## src/rtl/sysmem_pkg.sv

```systemverilog
// sysmem_pkg: shared types and constants for the system-memory controller.
//   sysmem_state_e : controller FSM states
//   SYSMEM_LANES   : number of byte-wide BRAM lanes
//   SYSMEM_LANE_W  : width of one lane in bits
//   SYSMEM_WCNT_W  : width of the wait-state down-counter
package sysmem_pkg;

  typedef enum logic [2:0] {
    ST_IDLE    = 3'd0,
    ST_ACCESS  = 3'd1,
    ST_WAIT    = 3'd2,
    ST_CAPTURE = 3'd3,
    ST_DONE    = 3'd4
  } sysmem_state_e;

  localparam int SYSMEM_LANES  = 4;
  localparam int SYSMEM_LANE_W = 8;
  localparam int SYSMEM_WCNT_W = 3;

endpackage

```

## src/rtl/sysmem_ctrl.sv

```systemverilog
// sysmem_ctrl: picorv32 native-bus front end for the 4-lane byte-wide BRAM.
//   clk        : clock for this block and the BRAM lanes
//   resetn     : asynchronous active-low reset
//   mem_*      : picorv32 native memory interface (valid/addr/wdata/wstrb in,
//                ready pulse and rdata out)
//   ram_addr   : word address shared by all lanes
//   ram_ce/we  : per-lane chip/write enables, asserted only in ACCESS
//   ram_di     : lane write data
//   ram_do     : lane read data {lane3..lane0}
//   ram_rst    : lane output reset, high during reset and for no longer
module sysmem_ctrl
  import sysmem_pkg::*;
#(
  parameter int          ADDR_WIDTH  = 10,
  parameter logic [31:0] BASE_ADDR   = 32'h0000_0000,
  parameter int          WAIT_STATES = 0
) (
  input  logic                                  clk,
  input  logic                                  resetn,
  input  logic                                  mem_valid,
  input  logic [31:0]                           mem_addr,
  input  logic [SYSMEM_LANES*SYSMEM_LANE_W-1:0] mem_wdata,
  input  logic [SYSMEM_LANES-1:0]               mem_wstrb,
  output logic                                  mem_ready,
  output logic [SYSMEM_LANES*SYSMEM_LANE_W-1:0] mem_rdata,
  output logic [ADDR_WIDTH-1:0]                 ram_addr,
  output logic [SYSMEM_LANES-1:0]               ram_ce,
  output logic [SYSMEM_LANES-1:0]               ram_we,
  output logic [SYSMEM_LANES*SYSMEM_LANE_W-1:0] ram_di,
  input  logic [SYSMEM_LANES*SYSMEM_LANE_W-1:0] ram_do,
  output logic                                  ram_rst
);

  localparam int DATA_W = SYSMEM_LANES * SYSMEM_LANE_W;
  localparam bit HAS_WAIT = (WAIT_STATES > 0);
  localparam logic [SYSMEM_WCNT_W-1:0] WAIT_LOAD =
    HAS_WAIT ? SYSMEM_WCNT_W'(WAIT_STATES - 1) : '0;

  sysmem_state_e              r_state, w_state_next;
  logic [SYSMEM_WCNT_W-1:0]   r_cnt, w_cnt_next;
  logic [SYSMEM_LANES-1:0]    r_ce, w_ce_next;
  logic [SYSMEM_LANES-1:0]    r_we, w_we_next;
  logic [ADDR_WIDTH-1:0]      r_addr, w_addr_next;
  logic [DATA_W-1:0]          r_di, w_di_next;
  logic [DATA_W-1:0]          r_rdata, w_rdata_next;
  logic                       r_is_read, w_is_read_next;
  logic                       r_ram_rst;
  logic                       w_in_range;
  logic                       w_is_read;
  logic                       w_unused;

  // BASE_ADDR is aligned to the RAM size, so the unsigned range check
  // [BASE, BASE+size) reduces to matching the address bits above the RAM.
  assign w_in_range = (mem_addr[31:ADDR_WIDTH+2] == BASE_ADDR[31:ADDR_WIDTH+2]);
  assign w_is_read  = (mem_wstrb == '0);
  assign w_unused   = ^mem_addr[1:0];

  always_comb begin
    w_state_next   = r_state;
    w_cnt_next     = r_cnt;
    w_ce_next      = r_ce;
    w_we_next      = r_we;
    w_addr_next    = r_addr;
    w_di_next      = r_di;
    w_rdata_next   = r_rdata;
    w_is_read_next = r_is_read;
    case (r_state)
      ST_IDLE: begin
        if (mem_valid && w_in_range) begin
          w_state_next   = ST_ACCESS;
          w_addr_next    = mem_addr[ADDR_WIDTH+1:2];
          w_di_next      = mem_wdata;
          w_is_read_next = w_is_read;
          w_ce_next      = w_is_read ? '1 : mem_wstrb;
          w_we_next      = mem_wstrb;
        end
      end
      ST_ACCESS: begin
        // Lanes are enabled for this single cycle only; afterwards the
        // NOREG outputs hold the read word until CAPTURE.
        w_ce_next = '0;
        w_we_next = '0;
        if (HAS_WAIT) begin
          w_state_next = ST_WAIT;
          w_cnt_next   = WAIT_LOAD;
        end else begin
          w_state_next = r_is_read ? ST_CAPTURE : ST_DONE;
        end
      end
      ST_WAIT: begin
        if (r_cnt == '0) begin
          w_state_next = r_is_read ? ST_CAPTURE : ST_DONE;
        end else begin
          w_cnt_next = r_cnt - 1'b1;
        end
      end
      ST_CAPTURE: begin
        w_rdata_next = ram_do;
        w_state_next = ST_DONE;
      end
      ST_DONE: begin
        w_state_next = ST_IDLE;
      end
      default: begin
        w_state_next = ST_IDLE;
      end
    endcase
  end

  always_ff @(posedge clk or negedge resetn) begin
    if (!resetn) begin
      r_state   <= ST_IDLE;
      r_cnt     <= '0;
      r_ce      <= '0;
      r_we      <= '0;
      r_addr    <= '0;
      r_di      <= '0;
      r_rdata   <= '0;
      r_is_read <= 1'b0;
    end else begin
      r_state   <= w_state_next;
      r_cnt     <= w_cnt_next;
      r_ce      <= w_ce_next;
      r_we      <= w_we_next;
      r_addr    <= w_addr_next;
      r_di      <= w_di_next;
      r_rdata   <= w_rdata_next;
      r_is_read <= w_is_read_next;
    end
  end

  // Lane output reset follows resetn asynchronously on entry and drops on
  // the first clock edge after release.
  always_ff @(posedge clk or negedge resetn) begin
    if (!resetn) begin
      r_ram_rst <= 1'b1;
    end else begin
      r_ram_rst <= 1'b0;
    end
  end

  assign mem_ready = (r_state == ST_DONE);
  assign mem_rdata = r_rdata;
  assign ram_addr  = r_addr;
  assign ram_ce    = r_ce;
  assign ram_we    = r_we;
  assign ram_di    = r_di;
  assign ram_rst   = r_ram_rst;

endmodule

```

## config.mk

```make
export PLATFORM = sky130hd
export DESIGN_NAME = sysmem_ctrl
export DESIGN_NICKNAME = d
export VERILOG_FILES = /design/src/rtl/sysmem_pkg.sv /design/src/rtl/sysmem_ctrl.sv
export SDC_FILE = /design/constraint.sdc
export NUM_CORES = 1
export LEC_CHECK = 0
export CAP_MARGIN = 5
export CORE_UTILIZATION = 35
export DETAILED_ROUTE_END_ITERATION = 12
export PLACE_DENSITY = 0.73
export SYNTH_ARGS = -nofsm -noshare
export SYNTH_HDL_FRONTEND = slang
export SYNTH_SLANG_ARGS = --single-unit
export TNS_END_PERCENT = 50
```

## constraint.sdc

```tcl
create_clock -name clk -period 2.6 [get_ports clk]
set_clock_uncertainty 0.2 [all_clocks]
set_input_delay 0.39 -clock clk [delete_from_list [all_inputs] [get_ports clk]]
set_output_delay 0.39 -clock clk [all_outputs]
set_load 0.01 [all_outputs]
```

Yosys cells after proc, flatten, opt, wreduce, memory -nomap -nowiden
Cells that the tools add are included.
{"block": "word_totals", "mem_bits_rw": 0, "in_bits": 103, "ff_bits": 90, "out_inout_bits": 84, "latchBits": 0, "memories": 0, "rom_bits": 0, "wordCells": 36}
{"block": "op_classes", "bitwise_logic": 1, "n_mux": 9, "n_eq_ne": 6, "reduce_logical": 10, "n_lt_le_gt_ge": 0, "div_mod_pow": 0, "n_addsub": 1, "mul": 0, "n_shift": 0}
{"operator": "$logic_not A20 Y1", "n": 1}
{"operator": "$pmux W4 S2", "n": 2}
{"operator": "$mux W4", "n": 3}
{"operator": "$pmux W3 S4", "n": 1}
{"operator": "$mux W3", "n": 3}
{"operator": "$reduce_and A2 Y1", "n": 4}
{"operator": "$eq A3 B2 Y1 const B", "n": 2}
{"operator": "$logic_not A3 Y1", "n": 2}
{"operator": "$logic_not A4 Y1", "n": 1}
{"operator": "$ne A2 B2 Y1 const B", "n": 2}
{"operator": "$eq A3 B1 Y1 const B", "n": 1}
{"operator": "$eq A3 B3 Y1 const B", "n": 1}
{"operator": "$sub A3 B1 Y3 const B", "n": 1}
{"operator": "$reduce_bool A2 Y1", "n": 1}
{"operator": "$logic_and A1 B1 Y1", "n": 1}
{"operator": "$not A1 Y1", "n": 1}

Depth between registers and ports, before layout
Gate-level depths: netlist of the first run.
{"block": "depth", "depth_word": 4, "mapped_depth": 7, "depth_no_buf": 7}

Least setup slack after synthesis of the first run
OpenSTA, ideal clock, no wires.
{"block": "synth_timing", "path_type": "input port to flip-flop", "startpoint": "input port mem_addr[13]", "endpoint": "register r_di[18], in the netlist ram_di[18]", "arrival_ps": 1684, "slack_ps": 588, "path_buffers": 1, "required_time_ps": 2272, "stages": 5, "path_cell_list": "nor4_1 nand4_1 nor3_4 buf_6 mux2_1"}
{"block": "synth_between", "elab_chain_len": 3}
{"item": "start, declared", "line_no": "sysmem_ctrl.sv:21", "text": "input logic [31:0] mem_addr,"}
{"item": "$logic_not A20 Y1", "line_no": "sysmem_ctrl.sv:54", "text": "assign w_in_range = (mem_addr[31:ADDR_WIDTH+2] == BASE_ADDR[31:ADDR_WIDTH+2]);"}
{"item": "$logic_and A1 B1 Y1", "line_no": "sysmem_ctrl.sv:69", "text": "if (mem_valid && w_in_range) begin"}
{"item": "$reduce_and A2 Y1 (no source line)"}
{"item": "end signal, assigned", "line_no": "sysmem_ctrl.sv:126", "text": "r_di <= w_di_next;"}
{"item": "end, declared", "line_no": "sysmem_ctrl.sv:44", "text": "logic [DATA_W-1:0] r_di, w_di_next;"}
Every way passes these cells.
A chain may end at the register's enable or synchronous reset.

Worst setup path in the final report of the first run
{"block": "layout_timing", "startpoint": "register r_state[2]", "endpoint": "output port mem_ready"}
{"block": "layout_between", "elab_chain_len": 1}
{"item": "start, declared", "line_no": "sysmem_ctrl.sv:39", "text": "sysmem_state_e r_state, w_state_next;"}
{"item": "start signal, assigned", "line_no": "sysmem_ctrl.sv:121", "text": "r_state <= w_state_next;"}
{"item": "$eq A3 B3 Y1", "line_no": "sysmem_ctrl.sv:142", "text": "assign mem_ready = (r_state == ST_DONE);"}
{"item": "end, declared", "line_no": "sysmem_ctrl.sv:24", "text": "output logic mem_ready,"}
Every way passes these cells.

==> run_results.csv, run 1 <==
group,metric,value,unit
run_status,status,"finished clean",
clock_network,cts_buffers,9,
hold_path,hold_class,"reg -> reg",
grt,grtUsageMet3,6.10,%
synth,synth.distinct_cells,27,
finish,fill_cells,851,
sta,fmax,436,MHz
synth,postSynth.asyncResetShare,100,%
clock_network,cts_resized,0,
synth,syn_nets,343,
die,start_util,36.3,%
die,rows,36,
synth,synth_cells,238,
power,p_leak,2.50,nW
drt,wl_per_cell,15.0,um
worst_setup_path,crit_required,2010,ps
grt,use_met1,19.4,%
drt,wirelength,8570,um
sta,hold_ws,296,ps
power,irDropWorstVdd,0.322,mV
power,p_per_area,455,nW/um^2
finish,finalNonFillerCells,570,
drt,num_vias,2608,
finish,insertedDiodeCount,0,
sta,finalSetupViolCount,0,
drt,first_pass_iters,4,
sta,worst_slack,305,ps
clock_network,cts_tree,"done",
grt,met2_usage,27.9,%
finish,layout_commonest_cell,"clkdlybuf4s50_1",
sta,fin_crit,2300,ps
drt,via_per_inst,4.58,
power,total_power,0.00262,W
drt,ant_nets,0,
worst_setup_path,crit_type,"reg -> out",
die,pin_count,187,
place,place_congestion,0.713,
sta,finalHoldViolCount,0,
finish,final_layout_size_suffix_gt1_share,23.3,%
run,cap_violations,0,
synth,yosysSeqAreaShare,63.1,%
drt,drcViolationCount,0,
worst_setup_path,critPathLaunchType,"flop",
die,dieHeight,103,um
die,die_area,10600,um^2
grt,antenna_found_initial,0,
die,core,9820,um^2
clock_network,clock_tree.htree_level_count,3,
sta,worst_pin_slew,542,ps
place,port_buffers,184,
finish,synthToLayoutAreaGrowth,61.4,%
finish,final_cell_mix,"clkdlybuf4s50_1 (183), dfrtp_1 (89), mux2_2 (70), clkbuf_8 (11), buf_4 (11)",
finish,fin_nets,537,
sta,fin_crit_sh,88.3,%
clock_network,clk_pin_slew,80,ps
place,dp.cells,553,
place,post-place-ws,-86.3,ps
clock_network,clock-sinks,90,
drt,drtIter0Drc,35,
synth,synth_enable_flop_cells,0,
sta,rsz0062_at_grt,"false",
worst_setup_path,arrival,1710,ps
place,detailed_place_hpwl,6550,um
grt,grt_pass1_vias,2711,
die,die-width,103,um
sta,finalSetupTns,0,ps
synth,synth-warning-count,0,
grt,grt_pass1_wl,13200,um
worst_setup_path,crit_path_end_kind,"output port",
synth,synthFlopType,"dfrtp_1",
clock_network,cts_root_buffer,"clkbuf_8",
clock_network,clk_latency,340,ps
sta,finalMaxSlewViolations,0,
grt,globalRouteOverflowTotal,0,
grt,grt_busiest_layer,"met2",
synth,synth_seq_cells,90,
synth,syn_area_per_cell,15.0,um^2
worst_setup_path,path_max_fanout,8,
grt,track_usage,16.6,%
grt,grt_max_degree,44,
clock_network,clk_path_buf_depth,2,
sta,slew_headroom,63.9,%
synth,netlist_area,3570,um^2
==> registers in the layout (all words and copies together), names as in the netlist <==
register and cells:
mem_rdata 32, ram_di 32, ram_addr 10, ram_ce 4
ram_we 4, r_cnt 3, r_state 3, r_is_read 1
ram_rst 1
==> report_power, final <==
group          leakage [nW]  switching, W  internal (W)
clock                0.0880      0.000495      0.000402
sequential             1.18     0.0000125       0.00143
combinational          1.23     0.0000839      0.000199
total                  2.50      0.000592       0.00203
==> synth_stat cells, types with 2 or more instances <==
library cell / number / area (um^2)
buf_6: 5 / 56.3
ha_1: 2 / 25.0
nor4_1: 6 / 37.5
buf_2: 5 / 25.0
nand2_1: 10 / 37.5
mux2i_1: 8 / 80.1
a21oi_1: 5 / 25.0
mux2_1: 5 / 56.3
nor2_1: 7 / 26.3
mux2_2: 70 / 788
clkbuf_1: 2 / 7.51
inv_1: 8 / 30.0
dfrtp_1: 89 / 2230
nor3b_1: 3 / 22.5
==> final cells by class <==
| cell class | instances | area, um^2 | share of cell area, % |
|---|---|---|---|
| Sequential cell | 90 | 2250 | 39.1 |
| Timing Repair Buffer | 195 | 1920 | 33.4 |
| Multi-Input combinational cell | 128 | 1200 | 20.8 |
| Tap cell | 133 | 166 | 2.89 |
| Clock buffer | 11 | 151 | 2.63 |
| Clock inverter | 5 | 36.3 | 0.630 |
| Inverter | 8 | 30.0 | 0.522 |
==> per-layer routing <==
metal	part of all wire [%]	routed length, um
met4	1.6	141
met1	40	3400
met2	50	4300
met3	8.5	732
met5	0	0
==> critical path: stages (launching register included) <==
cell and delay, ps:
dfrtp_1 530, nor3b_1 250, clkdlybuf4s50_1 590
==> per-stage QoR <==
| step | util [%] | area, um^2 |
|---|---|---|
| 5_1_grt | 58.6 | 5760 |
| 4_1_cts | 58.6 | 5760 |
| 3_5_place_dp | 56.6 | 5560 |
| 2_1_floorplan | - | 3570 |
| 6_report | 58.6 | 5760 |
| 3_3_place_gp | 56.6 | 5560 |
==> path summary, 6_finish.rpt <==
check	end	slack, ps	cells after the start	startpoint
setup / recovery	mem_ready	300	2	r_state[2]$_DFFE_PN0P_
hold / removal	ram_di[27]$_DFFE_PN0P_	300	1	ram_di[27]$_DFFE_PN0P_
setup reg to reg	ram_di[12]$_DFFE_PN0P_	490	5	r_state[0]$_DFFE_PN0P_
hold reg to reg	ram_di[27]$_DFFE_PN0P_	300	1	ram_di[27]$_DFFE_PN0P_
max in group asynchronous	ram_rst$_DFF_PN1_	1120	3	resetn
min in group asynchronous	ram_di[18]$_DFFE_PN0P_	370	2	resetn
==> what timing repair did <==
| action | in CTS | in global routing |
|---|---|---|
| setup buffers | 0 | 0 |
| hold buffers | 1 | 0 |
| endpoints found under the hold margin | 40 | 0 |
==> cells by family after synthesis <==
logic type / share of synthesized area, %
DFF: 63.1
muxes: 25.9
and+or+nand+nor: 5.51
buffers and inverters: 3.33
AOI/OAI and AO/OA: 1.05
adders and majority gates: 0.701
other: 0.105
xor gates and xnor gates: 0.245
Note: power is estimated with default switching activity, not from simulation.
==> run 2, diff against run 1 <==
--- a/config.mk
+++ b/config.mk
@@ -5,6 +5,7 @@
 export SDC_FILE = /design/constraint.sdc
 export NUM_CORES = 1
 export LEC_CHECK = 0
+export ABC_AREA = 0
 export CAP_MARGIN = 5
 export CORE_UTILIZATION = 35
 export DETAILED_ROUTE_END_ITERATION = 12
==> results of run 2 <==
No change in the layout: final DEF, timing and power equal those of run 1.
